$ cat config.mk
export PLATFORM = sky130hd
export DESIGN_NAME = cache2w_ctrl
export DESIGN_NICKNAME = d
export VERILOG_FILES = /design/src/rtl/cache2w_pkg.sv /design/src/rtl/cache2w_tag_store.sv /design/src/rtl/cache2w_ctrl.sv
export SDC_FILE = /design/constraint.sdc
export NUM_CORES = 1
export LEC_CHECK = 0
export CORE_UTILIZATION = 50
export CTS_BUF_LIST = sky130_fd_sc_hd__clkbuf_8
export CTS_CLUSTER_DIAMETER = 30
export CTS_CLUSTER_SIZE = 10
export DETAILED_ROUTE_END_ITERATION = 10
export GPL_ROUTABILITY_DRIVEN = 0
export PLACE_DENSITY = 0.75
export SYNTH_ARGS = -nofsm -noshare
export SYNTH_HDL_FRONTEND = slang
export SYNTH_HIERARCHICAL = 1
export SYNTH_SLANG_ARGS = --single-unit
export TNS_END_PERCENT = 30
$ cat constraint.sdc
create_clock -name clk -period 5 [get_ports clk]
set_input_delay 1 -clock clk [delete_from_list [all_inputs] [get_ports clk]]
set_output_delay 1 -clock clk [all_outputs]
set_load 0.005 [all_outputs]
$ cat src/rtl/cache2w_pkg.sv
// Shared definitions for the 2-way set-associative cache controller:
// address field positions, geometry, FSM state encoding and a block-address helper.
package cache2w_pkg;

   localparam int ADDR_W   = 10;
   localparam int TAG_W    = 5;
   localparam int SETS     = 2;
   localparam int WAYS     = 2;
   localparam int STAT_W   = 16;

   // Byte address layout: tag=[9:5], set=[4], word=[3:2], byte=[1:0]
   localparam int TAG_LSB  = 5;
   localparam int SET_BIT  = 4;
   localparam int WORD_LSB = 2;

   typedef enum logic [2:0] {
      ST_IDLE      = 3'd0,
      ST_LOOKUP    = 3'd1,
      ST_WRITEBACK = 3'd2,
      ST_ALLOCATE  = 3'd3,
      ST_RESPOND   = 3'd4
   } state_t;

   // Block-aligned memory address built from a tag and a set index.
   function automatic logic [ADDR_W-1:0] block_addr(input logic [TAG_W-1:0] tag, input logic set);
      return {tag, set, 4'b0000};
   endfunction

endpackage

$ cat src/rtl/cache2w_tag_store.sv
// Metadata store for the 2-way cache: valid/dirty/tag per way and one LRU bit per set.
// Lookup is purely combinational on the presented set/tag; updates take effect on the clock edge.
module cache2w_tag_store
   import cache2w_pkg::*;
(
   input  logic             clk,
   input  logic             rst_n,
   input  logic             i_set,
   input  logic [TAG_W-1:0] i_tag,
   output logic             o_hit,
   output logic             o_hit_way,
   output logic             o_victim_way,
   output logic             o_victim_dirty,
   output logic [TAG_W-1:0] o_victim_tag,
   input  logic             i_upd_way,
   input  logic             i_clean_en,
   input  logic             i_fill_en,
   input  logic             i_touch_en,
   input  logic             i_touch_dirty
);

   logic [SETS-1:0][WAYS-1:0]            r_valid;
   logic [SETS-1:0][WAYS-1:0]            r_dirty;
   logic [SETS-1:0][WAYS-1:0][TAG_W-1:0] r_tag;
   logic [SETS-1:0]                      r_lru;
   logic [WAYS-1:0]                      w_match;

   genvar gi;
   generate
      for (gi = 0; gi < WAYS; gi++) begin : g_match
         assign w_match[gi] = r_valid[i_set][gi] && (r_tag[i_set][gi] == i_tag);
      end
   endgenerate

   // Hit resolution (way0 preferred) and victim choice (first invalid way, else LRU).
   always_comb begin
      o_hit        = |w_match;
      o_hit_way    = ~w_match[0];
      if (!r_valid[i_set][0])
         o_victim_way = 1'b0;
      else if (!r_valid[i_set][1])
         o_victim_way = 1'b1;
      else
         o_victim_way = r_lru[i_set];
      o_victim_dirty = r_valid[i_set][o_victim_way] && r_dirty[i_set][o_victim_way];
      o_victim_tag   = r_tag[i_set][o_victim_way];
   end

   // Metadata updates: writeback clears dirty, refill installs a clean line, access updates LRU/dirty.
   always_ff @(posedge clk or negedge rst_n) begin
      if (!rst_n) begin
         r_valid <= '0;
         r_dirty <= '0;
         r_tag   <= '0;
         r_lru   <= '0;
      end else begin
         if (i_clean_en)
            r_dirty[i_set][i_upd_way] <= 1'b0;
         if (i_fill_en) begin
            r_tag[i_set][i_upd_way]   <= i_tag;
            r_valid[i_set][i_upd_way] <= 1'b1;
            r_dirty[i_set][i_upd_way] <= 1'b0;
         end
         if (i_touch_en) begin
            r_lru[i_set] <= ~i_upd_way;
            if (i_touch_dirty)
               r_dirty[i_set][i_upd_way] <= 1'b1;
         end
      end
   end

endmodule

$ cat src/rtl/cache2w_ctrl.sv
// Sequencing controller for the 2-way write-back cache: request capture, lookup,
// victim writeback, refill and response, plus saturating hit/miss statistics.
module cache2w_ctrl
   import cache2w_pkg::*;
(
   input  logic              clk,
   input  logic              rst_n,
   input  logic              cpu_req,
   input  logic              cpu_read_write,
   input  logic [ADDR_W-1:0] cpu_address,
   output logic              cpu_ready,
   output logic              hit,
   output logic              arr_set,
   output logic              arr_way,
   output logic [1:0]        arr_word,
   output logic              arr_wr_en,
   output logic              arr_fill_en,
   output logic              mem_req,
   output logic              mem_read_write,
   output logic [ADDR_W-1:0] mem_address,
   input  logic              mem_ready,
   output logic [STAT_W-1:0] stat_hits,
   output logic [STAT_W-1:0] stat_misses
);

   state_t                   r_state;
   state_t                   w_state_next;
   logic                     r_rw;
   logic [ADDR_W-1:WORD_LSB] r_addr;
   logic                     r_hit;
   logic                     r_way;
   logic [TAG_W-1:0]         r_vtag;
   logic [STAT_W-1:0]        r_stat_hits;
   logic [STAT_W-1:0]        r_stat_misses;

   logic                     w_set;
   logic [TAG_W-1:0]         w_tag;
   logic                     w_hit;
   logic                     w_hit_way;
   logic                     w_victim_way;
   logic                     w_victim_dirty;
   logic [TAG_W-1:0]         w_victim_tag;
   logic                     w_clean_en;
   logic                     w_fill_en;
   logic                     w_touch_en;
   logic                     w_unused;

   // Byte-lane bits are not needed: the data array handles the byte itself.
   assign w_unused    = ^cpu_address[WORD_LSB-1:0];
   assign w_set       = r_addr[SET_BIT];
   assign w_tag       = r_addr[ADDR_W-1:TAG_LSB];
   assign stat_hits   = r_stat_hits;
   assign stat_misses = r_stat_misses;

   cache2w_tag_store u_tags (
      .clk            (clk),
      .rst_n          (rst_n),
      .i_set          (w_set),
      .i_tag          (w_tag),
      .o_hit          (w_hit),
      .o_hit_way      (w_hit_way),
      .o_victim_way   (w_victim_way),
      .o_victim_dirty (w_victim_dirty),
      .o_victim_tag   (w_victim_tag),
      .i_upd_way      (r_way),
      .i_clean_en     (w_clean_en),
      .i_fill_en      (w_fill_en),
      .i_touch_en     (w_touch_en),
      .i_touch_dirty  (r_rw)
   );

   // State register plus request/lookup capture and statistics.
   always_ff @(posedge clk or negedge rst_n) begin
      if (!rst_n) begin
         r_state       <= ST_IDLE;
         r_rw          <= 1'b0;
         r_addr        <= '0;
         r_hit         <= 1'b0;
         r_way         <= 1'b0;
         r_vtag        <= '0;
         r_stat_hits   <= '0;
         r_stat_misses <= '0;
      end else begin
         r_state <= w_state_next;
         if (r_state == ST_IDLE && cpu_req) begin
            r_rw   <= cpu_read_write;
            r_addr <= cpu_address[ADDR_W-1:WORD_LSB];
         end
         if (r_state == ST_LOOKUP) begin
            r_hit  <= w_hit;
            r_way  <= w_hit ? w_hit_way : w_victim_way;
            r_vtag <= w_victim_tag;
         end
         if (r_state == ST_RESPOND) begin
            if (r_hit && r_stat_hits != '1)
               r_stat_hits <= r_stat_hits + STAT_W'(1);
            if (!r_hit && r_stat_misses != '1)
               r_stat_misses <= r_stat_misses + STAT_W'(1);
         end
      end
   end

   // Next-state decode and all strobes; outputs are quiet unless a state drives them.
   always_comb begin
      w_state_next   = r_state;
      cpu_ready      = 1'b0;
      hit            = 1'b0;
      arr_set        = 1'b0;
      arr_way        = 1'b0;
      arr_word       = 2'b00;
      arr_wr_en      = 1'b0;
      arr_fill_en    = 1'b0;
      mem_req        = 1'b0;
      mem_read_write = 1'b0;
      mem_address    = '0;
      w_clean_en     = 1'b0;
      w_fill_en      = 1'b0;
      w_touch_en     = 1'b0;
      case (r_state)
         ST_IDLE: begin
            if (cpu_req)
               w_state_next = ST_LOOKUP;
         end
         ST_LOOKUP: begin
            arr_set = w_set;
            if (w_hit)
               w_state_next = ST_RESPOND;
            else if (w_victim_dirty)
               w_state_next = ST_WRITEBACK;
            else
               w_state_next = ST_ALLOCATE;
         end
         ST_WRITEBACK: begin
            mem_req        = 1'b1;
            mem_read_write = 1'b1;
            mem_address    = block_addr(r_vtag, w_set);
            arr_set        = w_set;
            arr_way        = r_way;
            if (mem_ready) begin
               w_clean_en   = 1'b1;
               w_state_next = ST_ALLOCATE;
            end
         end
         ST_ALLOCATE: begin
            mem_req     = 1'b1;
            mem_address = block_addr(w_tag, w_set);
            arr_set     = w_set;
            arr_way     = r_way;
            if (mem_ready) begin
               arr_fill_en  = 1'b1;
               w_fill_en    = 1'b1;
               w_state_next = ST_RESPOND;
            end
         end
         ST_RESPOND: begin
            cpu_ready    = 1'b1;
            hit          = r_hit;
            arr_set      = w_set;
            arr_way      = r_way;
            arr_word     = r_addr[WORD_LSB+1:WORD_LSB];
            arr_wr_en    = r_rw;
            w_touch_en   = 1'b1;
            w_state_next = ST_IDLE;
         end
         default: w_state_next = ST_IDLE;
      endcase
   end

endmodule

== Yosys cells after proc, flatten, opt, wreduce, memory -nomap -nowiden ==
Cells that the tools add are included.
Cells by class
  add/sub/neg operators: 2
  magnitude comparators: 5
  equality and inequality tests: 11
  muxes and demuxes: 51
  bitwise logic cells: 7
  reduce and logical (&&, ||, !) cells: 17
Operator list (number)
  16-bit by 1-bit adder with 16-bit output, second input constant: 2
  16-bit inequality test, second input constant: 2
  10-bit two-way mux: 3
  1-bit two-way mux: 22
  20-bit bitwise mux: 1
  10-bit one-hot mux with 2 select lines: 1
  4-bit two-way mux: 4
  5-bit two-way mux: 3
  2-bit two-way mux: 6
  3-bit two-way mux: 4
  3-bit one-hot mux with 4 select lines: 1
  10-bit demux with 1-bit select: 1
  5-bit equality test: 2
  4-bit bitwise AND: 2
  1-bit logical AND: 8
  4-bit OR: 2
  3-bit by 2-bit equality test with 1-bit output, second input constant: 2
  1-bit by 2-bit less-than comparator with 1-bit output, second input constant: 3
  2-bit inequality test, second input constant: 3
  5-bit demux with 1-bit select: 1
  4-bit inverter: 1
  2-bit AND reduction: 2
  2-bit OR reduction: 2
  4-bit OR reduction: 1
  11 further kinds: 14
Storage, ports and cells
  register bits after elaboration: 81
  output and inout port bits: 52
  word-level logic and storage cells: 110

== Logic depth before layout (Yosys ltp) ==
Gate-level depths: netlist (run 1).
  depth in word-level cells: 14
  mapped depth: 10
  depth with buffers taken out: 7

== Hierarchy ==
Netlist (run 1), hierarchy kept.
By module, submodules not included
  cache2w_ctrl: times used 1, cells each 235, area an instance 2585.0 um2, sequential area each 1276.2 um2
  cache2w_tag_store: times used 1, cells each 127, area an instance 1636.6 um2, sequential area each 750.7 um2

== Worst setup path before layout (run 1) ==
Ideal clock, no wire load.
  kind: in2out
  start: input mem_ready
  end: output arr_fill_en
  arrival time: 1.407 ns
  required time: 4.000 ns
  slack: 2.593 ns
  cell stages on the path: 2
  path buffers: 0
  cells stage by stage: nand2_1 -> nor2_1
On the way
  longest elaborated chain between the ends: 2
RTL lines
  start: declaration: line cache2w_ctrl.sv:21  | input logic mem_ready,
  1-bit two-way mux: line cache2w_ctrl.sv:149  | if (mem_ready) begin
  1-bit two-way mux: line cache2w_ctrl.sv:119  | case (r_state)
  end: declaration: line cache2w_ctrl.sv:17  | output logic arr_fill_en,
No other way between the ends.

== Final worst setup path (run 1) ==
  start: register r_state[0]
  end: output hit
On the way
  longest elaborated chain between the ends: 2
RTL lines
  start: declaration: line cache2w_ctrl.sv:26  | state_t r_state;
  start signal: assignment: line cache2w_ctrl.sv:84  | r_state <= w_state_next;
  3-bit equality test: line cache2w_ctrl.sv:119
  1-bit two-way mux: line cache2w_ctrl.sv:119
  end: declaration: line cache2w_ctrl.sv:12  | output logic hit,
No other way between the ends.

==> flow_results.org, run 1 <==
** Synth
- In the synthesized netlist the dominant register cell turns out to be sky130_fd_sc_hd__dfrtp_1.
- Post-synth design cell area :: 4220 um2
- Number of storage elements in the synthesis netlist :: 81
- Per-instance average area after synthesis :: 11.7 um2
- Proportion of synthesized flip-flops having asynchronous set or reset :: 1.00
- Of the synthesized area, sequential elements account for 0.480.
- The largest total area in the synthesized netlist belongs to sky130_fd_sc_hd__dfrtp_1.
- Synthesis handed over a netlist of 362 instances.
- Count of synthesis-stage warnings from yosys :: 6
- Counting flops with a built-in enable in the synthesized netlist gives 0.
- Cell types occupying the most area after synthesis :: sky130_fd_sc_hd__dfrtp_1 (48%), sky130_fd_sc_hd__mux2_2 (9.3%), sky130_fd_sc_hd__xor2_1 (6.4%)
- Counting distinct cell types in the post-synthesis netlist gives 54.
- The share of synthesized area in the top cell type comes to 0.480.

** Floorplan
- In this run the horizontal extent of the chip is 93.9 um.
- The die covers 8810 um2.
- # rows :: 33
- Number of top-level design ports :: 67
- The initial utilization of the core area, before any placement, comes to 0.516.
- Floorplan core area :: 8180 um2
- Height of the chip :: 93.9 um

** Final layout
- Fin util :: 0.619
- Summing all non-filler instances in the final layout gives an area of 5060 um2.
- Leaving out fill and tap cells, the most frequent cells in the layout are sky130_fd_sc_hd__dfrtp_1 (81), sky130_fd_sc_hd__clkdlybuf4s50_1 (59), sky130_fd_sc_hd__mux2_2 (35).
- Across the whole layout, storage elements account for 2030 um2.
- Fraction of final layout cells with drive strength greater than 1 :: 0.189
- Excluding fillers, the count of instances in the completed layout stands at 529.
- The layout has 676 filler cells.
- Number of inserted diodes :: 0
- The library cell used most frequently in the layout, excluding fill and tap cells, is sky130_fd_sc_hd__dfrtp_1.
- Combined area of the multi-input logic cells :: 2040 um2
- Growth of design area from synthesis to finish :: 19.8%
- Final net count :: 436

** Routing
- Wire length after detailed routing :: 8.26 mm
- In this run, the number of DRC markers left after iteration 0 of detailed routing was 173.
- After detailed routing, the number of vias per cell comes to 5.50.
- Average wire per cell in the routed design :: 15.6 um
- The first detailed-routing pass took 7 iterations.
- Antenna Nets Post-Route :: 0
- After detailed routing, the number of remaining DRC violations is 2.
- Routed via count :: 2,911

** Clocking
- After clock tree synthesis, the repair step resized 0 gates.
- The H-tree generated during clock tree synthesis spans 3 levels.
- Count of hold buffers inserted by post-cts repair :: 0
- Clock tree root driver cell :: sky130_fd_sc_hd__clkbuf_8
- CTS tree :: built
- The clock drives 81 sinks.
- After clock tree synthesis, the clock-pin slew on the worst setup and hold paths is 80 ps.
- No sink is reached through more buffers than the 2 on the longest clock path.
- For the worst-skew pair, the clock arrives at the later sink with an insertion delay of 350 ps.
- Setup Buffers After CTS :: 0
- Num CTS Buffers :: 9

** STA
- Worst-case clock skew :: 7.03 ps
- Tightest hold margin :: 469 ps
- In this run the tightest slew margin relative to its limit is 0.343.
- Total negative slack for setup checks :: 0 ps
- Max-slew violations :: 0
- The worst path meets setup with 1320 ps of slack.
- Setup violations remaining at the end of the flow were counted as 0.
- Setup repair after global routing missed its margin :: false
- Dividing the final minimum period by the clock period gives 0.736.
- The final-report hold violation count was 0.
- Slew at the pin with the worst max-slew slack :: 985 ps
- Highest clock frequency the design can meet :: 272 MHz
- The worst path in the final design needs a cycle of 3680 ps, including I/O delays and setup.

** Global route
- Number of antenna violations at the first check in global routing :: 0
- All-layer global routing usage :: 0.204
- Via count of the first global-routing pass :: 2,815
- For this run the aggregate overflow at the end of global routing stands at 0.
- The first global-routing pass estimated 13.7 mm of wire.
- Pin count of the biggest net entering global routing :: 82

** Pwr
- Leak Pwr :: 2.22 nW
- After layout, the design draws a total of 2.56 mW.
- Power spread over the standard cell area amounts to 505 nW/um2.
- IR analysis of the VDD net gives a maximum drop of 207 uV.

** Placed design
- Counting tap cells, the placed design contains a total of 513 instances.
- Area after DPL :: 4860 um2
- Worst setup slack after placement :: 1360 ps
- Number of buffers inserted by port buffering :: 60
- The HPWL after detailed placement is 5.63 mm.

** Setup path
- The critical path is of the reg -> out type.
- Type of element launching the critical path :: flop
- At the worst endpoint, the arrival time is 2680 ps.
- STA classifies the critical path endpoint as an output port.
- Along the worst path, the maximum fanout reaches 14.
- Worst Path Required :: 4000 ps

** Outcome
- Result of the run :: finished, violations left
- The checks that failed: design-rule violations.

** Hold path
- The min-delay analysis places its worst path in the category reg -> reg.

** Job
- Number of max-cap violations :: 0
[power breakdown]
part	internal, mW	switching [mW]	leakage [nW]
Clock	0.235	0.248	0.0966
Combinational	0.561	0.429	1.08
Sequential	0.855	0.227	1.05
[cells by family (layout without fill, tap and decap cells)]
family / count (synthesis) / count (layout) / synth area share
and+or+nand+nor: 122 / 122 / 0.184
DFF: 81 / 81 / 0.480
muxes: 56 / 56 / 0.158
xor gates and xnor gates: 42 / 42 / 0.0871
AOI/OAI and AO/OA: 29 / 29 / 0.0436
buffers and inverters: 29 / 88 / 0.0403
adders and majority gates: 2 / 2 / 0.00593
other: 1 / 4 / 0.000888
[state kept, by name, summed over array words and instances, names as in the netlist]
| register | count |
|---|---|
| r_addr | 8 |
| r_vtag | 5 |
| r_rw | 1 |
| r_hit | 1 |
| u_tags/r_valid | 4 |
| r_state | 3 |
| u_tags/r_tag | 20 |
| r_way | 1 |
| u_tags/r_dirty | 4 |
| u_tags/r_lru | 2 |
| stat_hits | 16 |
| stat_misses | 16 |
[worst max-delay path, stage by stage (launching register included)]
cell                              delay, ps
sky130_fd_sc_hd__dfrtp_1                610
sky130_fd_sc_hd__or3b_1                 610
sky130_fd_sc_hd__inv_2                  170
sky130_fd_sc_hd__nand2_1                250
sky130_fd_sc_hd__inv_1                  160
sky130_fd_sc_hd__clkdlybuf4s50_1        520
[per-layer routing]
layer  track usage  wire, um  vias to the layer above
met3        0.0413       343                        7
met5             0         0                        -
li1              -         -                     1389
met4        0.0731        74                        0
met2         0.314      3880                       61
met1         0.285      3960                     1454
[synth_stat cells, drive strengths merged (3+ instances only)]
master	n
dfrtp	81
mux2	36
xor2	31
nor2	19
nand2	18
buf	16
mux2i	15
nor3	15
nand3	13
nor4	13
o21ai	13
nand4	11
xnor2	11
nand2b	10
inv	8
clkbuf	5
mux4	5
a21oi	4
and2	4
nor3b	4
and3	3
o31ai	3
[path summary, 6_finish.rpt]
kind	slack, ps	cells past startpoint	endpoint	from
setup / recovery	1320	5	hit	r_state[0]
hold / removal	470	1	u_tags/r_valid[0]	u_tags/r_valid[0]
setup reg to reg	2520	7	stat_hits[10]	r_state[0]
hold reg to reg	470	1	u_tags/r_valid[0]	u_tags/r_valid[0]
max in group asynchronous	3560	1	stat_misses[11]	rst_n
min in group asynchronous	790	1	r_addr[5]	rst_n
[cell type report]
class / count / share of cell area
multi-input combinational: 255 / 0.404
clock inverter: 7 / 0.0151
timing repair buffer: 64 / 0.124
sequential: 81 / 0.401
inverter: 8 / 0.00594
clock buffer: 9 / 0.0245
tap: 105 / 0.0260
Note: power is estimated with default switching activity, not from simulation.
==> inputs of run 2 (changes only) <==
PLACE_DENSITY = 0.78   (was 0.75)
clock period = 3.1 ns   (was 5 ns; I/O delays follow)
==> run 2 against run 1 <==
  * The run still ends with design-rule violations left
  * Via count is 2.4% higher
  * Final area is 1.0% higher
  * Total power is 64% higher
  * Cell count is 0.95% higher
  * Non-clock buffer count is 5 higher
  * Highest routed layer unchanged
==> flow_results.org, run 2 (synthesized netlist as in run 1, its figures left out) <==
** Routing
- Number of vias per cell :: 5.58 (was 5.50)
- DRC violation count after routing :: 2 (unchanged)
- The total wire length is 8.54 mm (was 8.26 mm).
- Routed via count :: 2,980 (was 2,911)
- Violation count after the first detailed-route iteration :: 103 (was 173)
- The first-pass detailed-route iteration total came to 7 (unchanged).
- Antenna Nets Post-Route :: 0 (unchanged)
- The routed length per instance is 16.0 um (was 15.6 um).

** Global route
- The first-pass GRT wire length came to 13.9 mm (was 13.7 mm).
- Grt ovf :: 0 (unchanged)
- Number of antenna violations at the first check in global routing :: 0 (unchanged)
- Pin count of the biggest net entering global routing :: 82 (unchanged)
- The via count of the first global-routing pass is 2,799 (was 2,815).
- All-layer global routing usage :: 0.208 (was 0.204)

** Hold path
- The class of the tightest hold or removal check is in -> async (was reg -> reg).

** Setup path
- The data required time at the worst endpoint came to 2480 ps (was 4000 ps).
- The count of buffering cells on the critical path with inverters included is 1 (was 3).
- Beginning of the worst register-to-register path :: r_addr[4] (was r_state[0])
- The category of the worst setup path launch point is a flop (unchanged).
- The signal arrival time at the worst endpoint was 2330 ps (was 2680 ps).
- The launch point of the worst path is r_state[1] (was r_state[0]).
- The reg2reg setup slack was 510 ps (was 2520 ps).
- Library cell contributing the largest single delay on the critical path :: sky130_fd_sc_hd__or3b_1 (was sky130_fd_sc_hd__dfrtp_1)
- Cells along the critical path: or3b_1 -> a21boi_0 -> clkdlybuf4s50_1 (was or3b_1 -> inv_2 -> nand2_1 -> inv_1 -> clkdlybuf4s50_1).
- The kind of cell adding the most delay to the critical path is simple AND/OR/NAND/NOR gates (unchanged).
- Nature of the critical path endpoint :: output port (unchanged)
- Peak per-stage delay on the critical path :: 560 ps (was 610 ps)
- Maximum fanout count along the critical path :: 12 (was 14)
- Critical path start-end classification :: reg -> out (unchanged)

** Final layout
- Fin util :: 0.625 (was 0.619)
- Final net count :: 441 (was 436)
- The flip-flop count of the largest register after layout came to 20 (unchanged).
- Most used cells in the layout excluding fill and tap cells :: sky130_fd_sc_hd__dfrtp_1 (81), sky130_fd_sc_hd__clkdlybuf4s50_1 (59), sky130_fd_sc_hd__mux2_2 (35) (unchanged)
- The count of filler cells inserted in the layout is 673 (was 676).
- Layout Cell Area excl Fill :: 5110 um2 (was 5060 um2)
- The number of antenna repair diodes came to 0 (unchanged).
- The share of layout cells above drive strength 1 is 0.198 (was 0.189).
- Growth of design area from synthesis to finish :: 21.1% (was 19.8%)
- The most common library cell in the layout ignoring fill and taps is sky130_fd_sc_hd__dfrtp_1 (unchanged).
- Biggest register :: u_tags/r_tag (unchanged)

** Outcome
- Failing checks: design-rule violations (unchanged).
- Result of the run :: finished, violations left (unchanged)

** Clocking
- The root buffer cell is sky130_fd_sc_hd__clkbuf_8 (unchanged).
- The post-CTS repair timing setup buffer count is 0 (unchanged).
- The number of buffers inserted for hold repair after clock tree synthesis is 0 (unchanged).
- The CTS sink count was 81 (unchanged).
- The H-tree depth reported by CTS was 3 (unchanged).
- CTS tree :: built (unchanged)
- The clock-pin slew on the worst setup and hold paths was 80 ps (about the same).
- The maximum clock insertion buffer count came to 2 (unchanged).
- Num CTS Buffers :: 9 (unchanged)
- Worst-skew pair later-pin latency :: 340 ps (was 350 ps)
- The post-cts gate resize count was 0 (unchanged).

** STA
- The final-report hold violation count came to 0 (unchanged).
- Final critical-path share of the clock period :: 0.953
- The post-route setup TNS came to 0 ps (unchanged).
- Slew at the pin with the worst max-slew slack :: 1040 ps (was 985 ps)
- Setup repair after global routing missed its margin :: false (unchanged)
- Max-slew violations :: 0 (unchanged)
- The final worst clock skew came to 9.64 ps (was 7.03 ps).
- Setup violators final :: 0 (unchanged)
- Crit path time final :: 2950 ps
- For this run, the top clock speed supported by timing is 338 MHz.
- The relative max-transition margin is 0.305 (was 0.343).

** Floorplan
- Initial standard-cell utilization of the core :: 0.516 (unchanged)
- The placeable core region was 8180 um2 (unchanged).
- The number of core rows came to 33 (unchanged).
- Die footprint :: 8810 um2 (unchanged)
- Horizontal die dimension :: 93.9 um (unchanged)
- The number of placed I/O pins is 67 (unchanged).
- Height of the chip :: 93.9 um (unchanged)

** Placed design
- The post-detailed-placement cell area came to 4900 um2 (was 4860 um2).
- The final HPWL from detailed placement was 5.84 mm (was 5.63 mm).
- Number of buffers inserted by port buffering :: 60 (unchanged)

** Job
- The number of max-cap violations is 0 (unchanged).

** Pwr
- Leak Pwr :: 2.25 nW (was 2.22 nW)
- The power per unit of standard cell area was 822 nW/um2 (was 505 nW/um2).
- Worst VDD drop :: 389 uV (was 207 uV)
[run 2: cell types whose count changed in the layout (fill, tap and decap cells not counted)]
cell,delta
sky130_fd_sc_hd__buf_4,+5
sky130_fd_sc_hd__clkbuf_8,+3
sky130_fd_sc_hd__inv_6,-3
[run 2: stage by stage]
step	setup slack [ps]	instances	total power, mW	hold slack (ps)
3_5_place_dp	513	518	3.42	451
5_1_grt	62.9	534	4.47	508
6_report	145	534	4.20	436
3_3_place_gp	505	518	3.34	446
4_1_cts	137	534	4.24	478
2_1_floorplan	1200	365	2.91	324
[run 2: layer usage]
layer | global-route usage | part of all wire | vias up
met2 | 0.325 | 0.47 | 65
met3 | 0.0396 | 0.035 | 10
met5 | 0 | 0 | -
met1 | 0.288 | 0.47 | 1495
met4 | 0.0782 | 0.016 | 0
li1 | - | - | 1410
[run 2: final cells by class]
class	count	area (um2)	share of cell area
multi-input combinational	255	2040	0.400
sequential	81	2030	0.397
timing repair buffer	69	666	0.130
clock buffer	12	165	0.0323
tap	105	131	0.0257
clock inverter	4	50.0	0.00979
inverter	8	30.0	0.00588
[run 2: worst register-to-register path, delay by kind of cell (launching register included)]
| family | cells | cell delay (ps) |
|---|---|---|
| flip-flops | 1 | 950 |
| multiplexers | 2 | 620 |
| AND/OR/NAND/NOR | 2 | 440 |
| buffers and inverters | 1 | 330 |
| AO/OA/AOI/OAI | 1 | 140 |
[run 2: path summary, 6_finish.rpt]
path,cells past startpoint,endpoint
setup / recovery,3,arr_way
setup reg to reg,6,r_vtag[4]
hold / removal,1,r_addr[7]
max in group asynchronous,1,r_state[0]
min in group clk,1,u_tags/r_valid[0]
hold reg to reg,1,u_tags/r_valid[0]
[run 2: report_power, final]
group	switching, mW	total [mW]	internal (mW)
clock network	0.371	0.808	0.437
logic	0.694	1.63	0.932
registers	0.390	1.77	1.38
total	1.46	4.20	2.75
==> inputs of run 3 (changes only) <==
PLACE_DENSITY = 0.76   (was 0.78)
clock period = 3.8 ns   (was 3.1 ns; I/O delays follow)
==> run 3 against run 2 <==
  * The flow still finishes with violations (design-rule violations)
  * Total power is 18% lower
  * Final area is 0.56% lower
  * First-iteration DRC count is 14% higher
  * Global-route usage hardly changed
  * Clock skew is 3.7 ps higher
  * Critical path type unchanged
==> flow_results.org, run 3 (synthesized netlist as in run 1, its figures left out) <==
** Pwr
- The fraction of power spent switching nets is 0.360 (was 0.346).
- The net load switching power came to 1.24 mW (was 1.46 mW).
- The design internal power came to 2.19 mW (was 2.75 mW).
- Leak Pwr :: 2.24 nW (was 2.25 nW)
- The final total power was 3.43 mW (was 4.20 mW).
- Fraction of power consumed by sequential logic :: 0.432 (was 0.421)
- Power share of the combinational group :: 0.376 (was 0.387)
- The worst-case vdd ir drop came to 268 uV (was 389 uV).
- The power per unit of standard cell area came to 675 nW/um2 (was 822 nW/um2).
- Clock group share of total power :: 0.192 (about the same)

** Floorplan
- The number of placed I/O pins came to 67 (unchanged).
- The initial standard-cell utilization of the core was 0.516 (unchanged).
- The height of the chip is 93.9 um (unchanged).
- Die footprint :: 8810 um2 (unchanged)
- Horizontal die dimension :: 93.9 um (unchanged)
- The placeable core region was 8180 um2 (unchanged).
- The number of core rows was 33 (unchanged).

** Final layout
- The register with the highest flop count is u_tags/r_tag (unchanged).
- Most common library cell in the layout ignoring fill and taps :: sky130_fd_sc_hd__dfrtp_1 (unchanged)
- Largest register FFs :: 20 (unchanged)
- Fraction of final layout cells with drive strength greater than 1 :: 0.192 (was 0.198)
- The utilization of the core after routing is 0.622 (was 0.625).
- The relative area change from synthesis to final layout is 20.4% (was 21.1%).
- Final net count :: 438 (was 441)
- Most used cells in the layout excluding fill and tap cells: sky130_fd_sc_hd__dfrtp_1 (81), sky130_fd_sc_hd__clkdlybuf4s50_1 (59), sky130_fd_sc_hd__mux2_2 (35) (unchanged).
- Number of inserted diodes :: 0 (unchanged)
- The final instance count without filler cells came to 531 (was 534).

** Setup path
- Maximum fanout count along the critical path :: 14 (was 12)
- Buffering stage count on the worst path with inverters included :: 3 (was 1)
- The critical path endpoint category is an output port (unchanged).
- Setup slack, reg-to-reg :: 1230 ps (was 510 ps)
- Worst Path Required :: 3040 ps (was 2480 ps)
- The slowest cell on the critical path is sky130_fd_sc_hd__dfrtp_1 (was sky130_fd_sc_hd__or3b_1).
- Peak per-stage delay on the critical path :: 580 ps (was 560 ps)
- Endpoint of the lowest-slack register-to-register path :: r_way (was r_vtag[4])
- The signal arrival time at the worst endpoint is 2630 ps (was 2330 ps).
- The kind of cell adding the most delay to the critical path is buffers and inverters (was simple AND/OR/NAND/NOR gates).
- Cells along the critical path :: or3b_1 -> inv_2 -> nand2_1 -> inv_1 -> clkdlybuf4s50_1 (was or3b_1 -> a21boi_0 -> clkdlybuf4s50_1)
- Type of element launching the critical path :: flop (unchanged)
- The number of cell instances on the worst register-to-register path is 6 (unchanged).
- Critical path start-end classification :: reg -> out (unchanged)
- The origin of the critical flop-to-flop path is r_addr[4] (unchanged).

** Clocking
- CTS H-tree lvls :: 3 (unchanged)
- The clock-pin slew on the worst setup and hold paths is 90 ps (was 80 ps).
- The number of buffers inserted for hold repair after clock tree synthesis is 0 (unchanged).
- The clock latency at the later pin of the worst-skew pair came to 350 ps (was 340 ps).
- Number of gates resized after CTS :: 0 (unchanged)
- Clock sink count :: 81 (unchanged)
- Setup Buffers After CTS :: 0 (unchanged)
- The number of clock buffers inserted by TritonCTS was 9 (unchanged).
- The root buffer cell is sky130_fd_sc_hd__clkbuf_8 (unchanged).
- The maximum clock insertion buffer count is 2 (unchanged).
- The clock tree from TritonCTS is built (unchanged).

** Global route
- The pin count of the biggest net entering global routing was 82 (unchanged).
- The total congestion overflow after global routing was 0 (unchanged).
- Global routing usage on met1 :: 0.286 (was 0.288)
- All-layer global routing usage :: 0.208 (about the same)
- The routing usage on met2 came to 0.333 (was 0.325).
- The first-pass GRT wire length was 14.2 mm (was 13.9 mm).
- Number of antenna violations at the first check in global routing :: 0 (unchanged)
- The via count of the first global-routing pass came to 2,890 (was 2,799).
- Global-route track usage on met3 :: 0.0316 (was 0.0396)
- The most congested layer reported by global routing is met2 (unchanged).

** Hold path
- Hold-critical path endpoint :: u_tags/r_valid[0]
- Cells on Worst Hold Path :: 1
- The worst hold path begins at u_tags/r_valid[0].
- Class of the tightest hold or removal check :: reg -> reg (was in -> async)

** Routing
- The iteration-0 DRC count of the detailed router is 117 (was 103).
- The antenna violation net count after detailed routing is 0 (unchanged).
- The number of vias after detailed routing came to 2,958 (was 2,980).
- Number of search-and-repair iterations in the first detailed-routing pass :: 7 (unchanged)
- The number of design rule violations left after detail routing came to 2 (unchanged).
- Average wire per cell in the routed design :: 16.0 um (about the same)
- The number of vias per cell was 5.57 (was 5.58).
- The total wire length came to 8.50 mm (was 8.54 mm).

** STA
- The post-route setup TNS came to 0 ps (unchanged).
- Setup repair after global routing missed its margin :: false (unchanged)
- The final-report hold violation count was 0 (unchanged).
- Max-slew violations :: 0 (unchanged)
- The routed design could run at a clock period as short as 3390 ps.
- The final worst clock skew came to 13.4 ps (was 9.64 ps).
- Based on the critical path, the design can be clocked at up to 295 MHz.
- Slew at the pin with the worst max-slew slack :: 1020 ps (was 1040 ps)
- Setup violators final :: 0 (unchanged)
- Of the available clock period, the critical path in the final layout requires 0.891.
- Minimum setup slack in the final design :: 414 ps (was 145 ps)
- Relative slew slack :: 0.320 (was 0.305)

** Placed design
- The cell count after placement came to 515 (was 518).
- The worst slack after detailed placement was 787 ps (was 513 ps).
- The final HPWL from detailed placement is 5.98 mm (was 5.84 mm).
- Number of buffers inserted by port buffering :: 60 (unchanged)

** Outcome
- Failing checks: design-rule violations (unchanged).
- Result of the run: finished, violations left (unchanged).

** Job
- The number of max-cap violations came to 0 (unchanged).
run 3: changes by cell type in the layout (fill, tap and decap cells not counted), sizes merged:
| cell | change |
|---|---|
| clkinvlp | -2 |
| buf | -3 |
| clkbuf | -3 |
| clkinv | +1 |
| inv | +4 |
run 3: metrics by stage:
stage | cell area [um2] | hold slack (ps)
global placement | 4870 | 449
CTS | 5080 | 476
floorplan | 4230 | 433
global route | 5080 | 499
finish | 5080 | 480
detailed placement | 4870 | 449
run 3: worst register-to-register path, delay by kind of cell, from the launching register on:
kind | cells | cell delay (ps)
AOI/OAI and AO/OA | 2 | 430
muxes | 2 | 560
xor gates and xnor gates | 1 | 120
and+or+nand+nor | 1 | 330
DFF | 1 | 970
run 3: power by group through the flow:
stage / sequential, mW / combinational, mW / clock [mW]
final: 1.48 / 1.29 / 0.657
after global routing: 1.53 / 1.41 / 0.714
after CTS: 1.48 / 1.30 / 0.676
after detailed placement: 1.50 / 1.28 / 0
after global placement: 1.47 / 1.26 / 0
after floorplan: 1.31 / 1.07 / 0
run 3: per-layer routing:
layer	wire length (um)	vias to the layer above
met5	0	-
met4	143	0
met3	251	10
met2	4040	58
met1	4070	1485
li1	-	1405
run 3: cell type report:
type	instances	area, um2
Sequential cell	81	2030
Fill cell	658	3090
Tap cell	105	131
Clock buffer	9	124
Inverter	8	30.0
Multi-Input combinational cell	255	2040
Timing Repair Buffer	66	643
Clock inverter	7	85.1
run 3: worst max path at each step:
stage,startpoint,end,depth (start not counted)
2_1_floorplan,mem_ready,u_tags/r_tag[1],4
3_3_place_gp,r_state[0],hit,5
3_5_place_dp,r_state[0],hit,5
4_1_cts,r_state[0],hit,5
5_1_grt,r_state[0],hit,5
6_report,r_state[0],hit,5
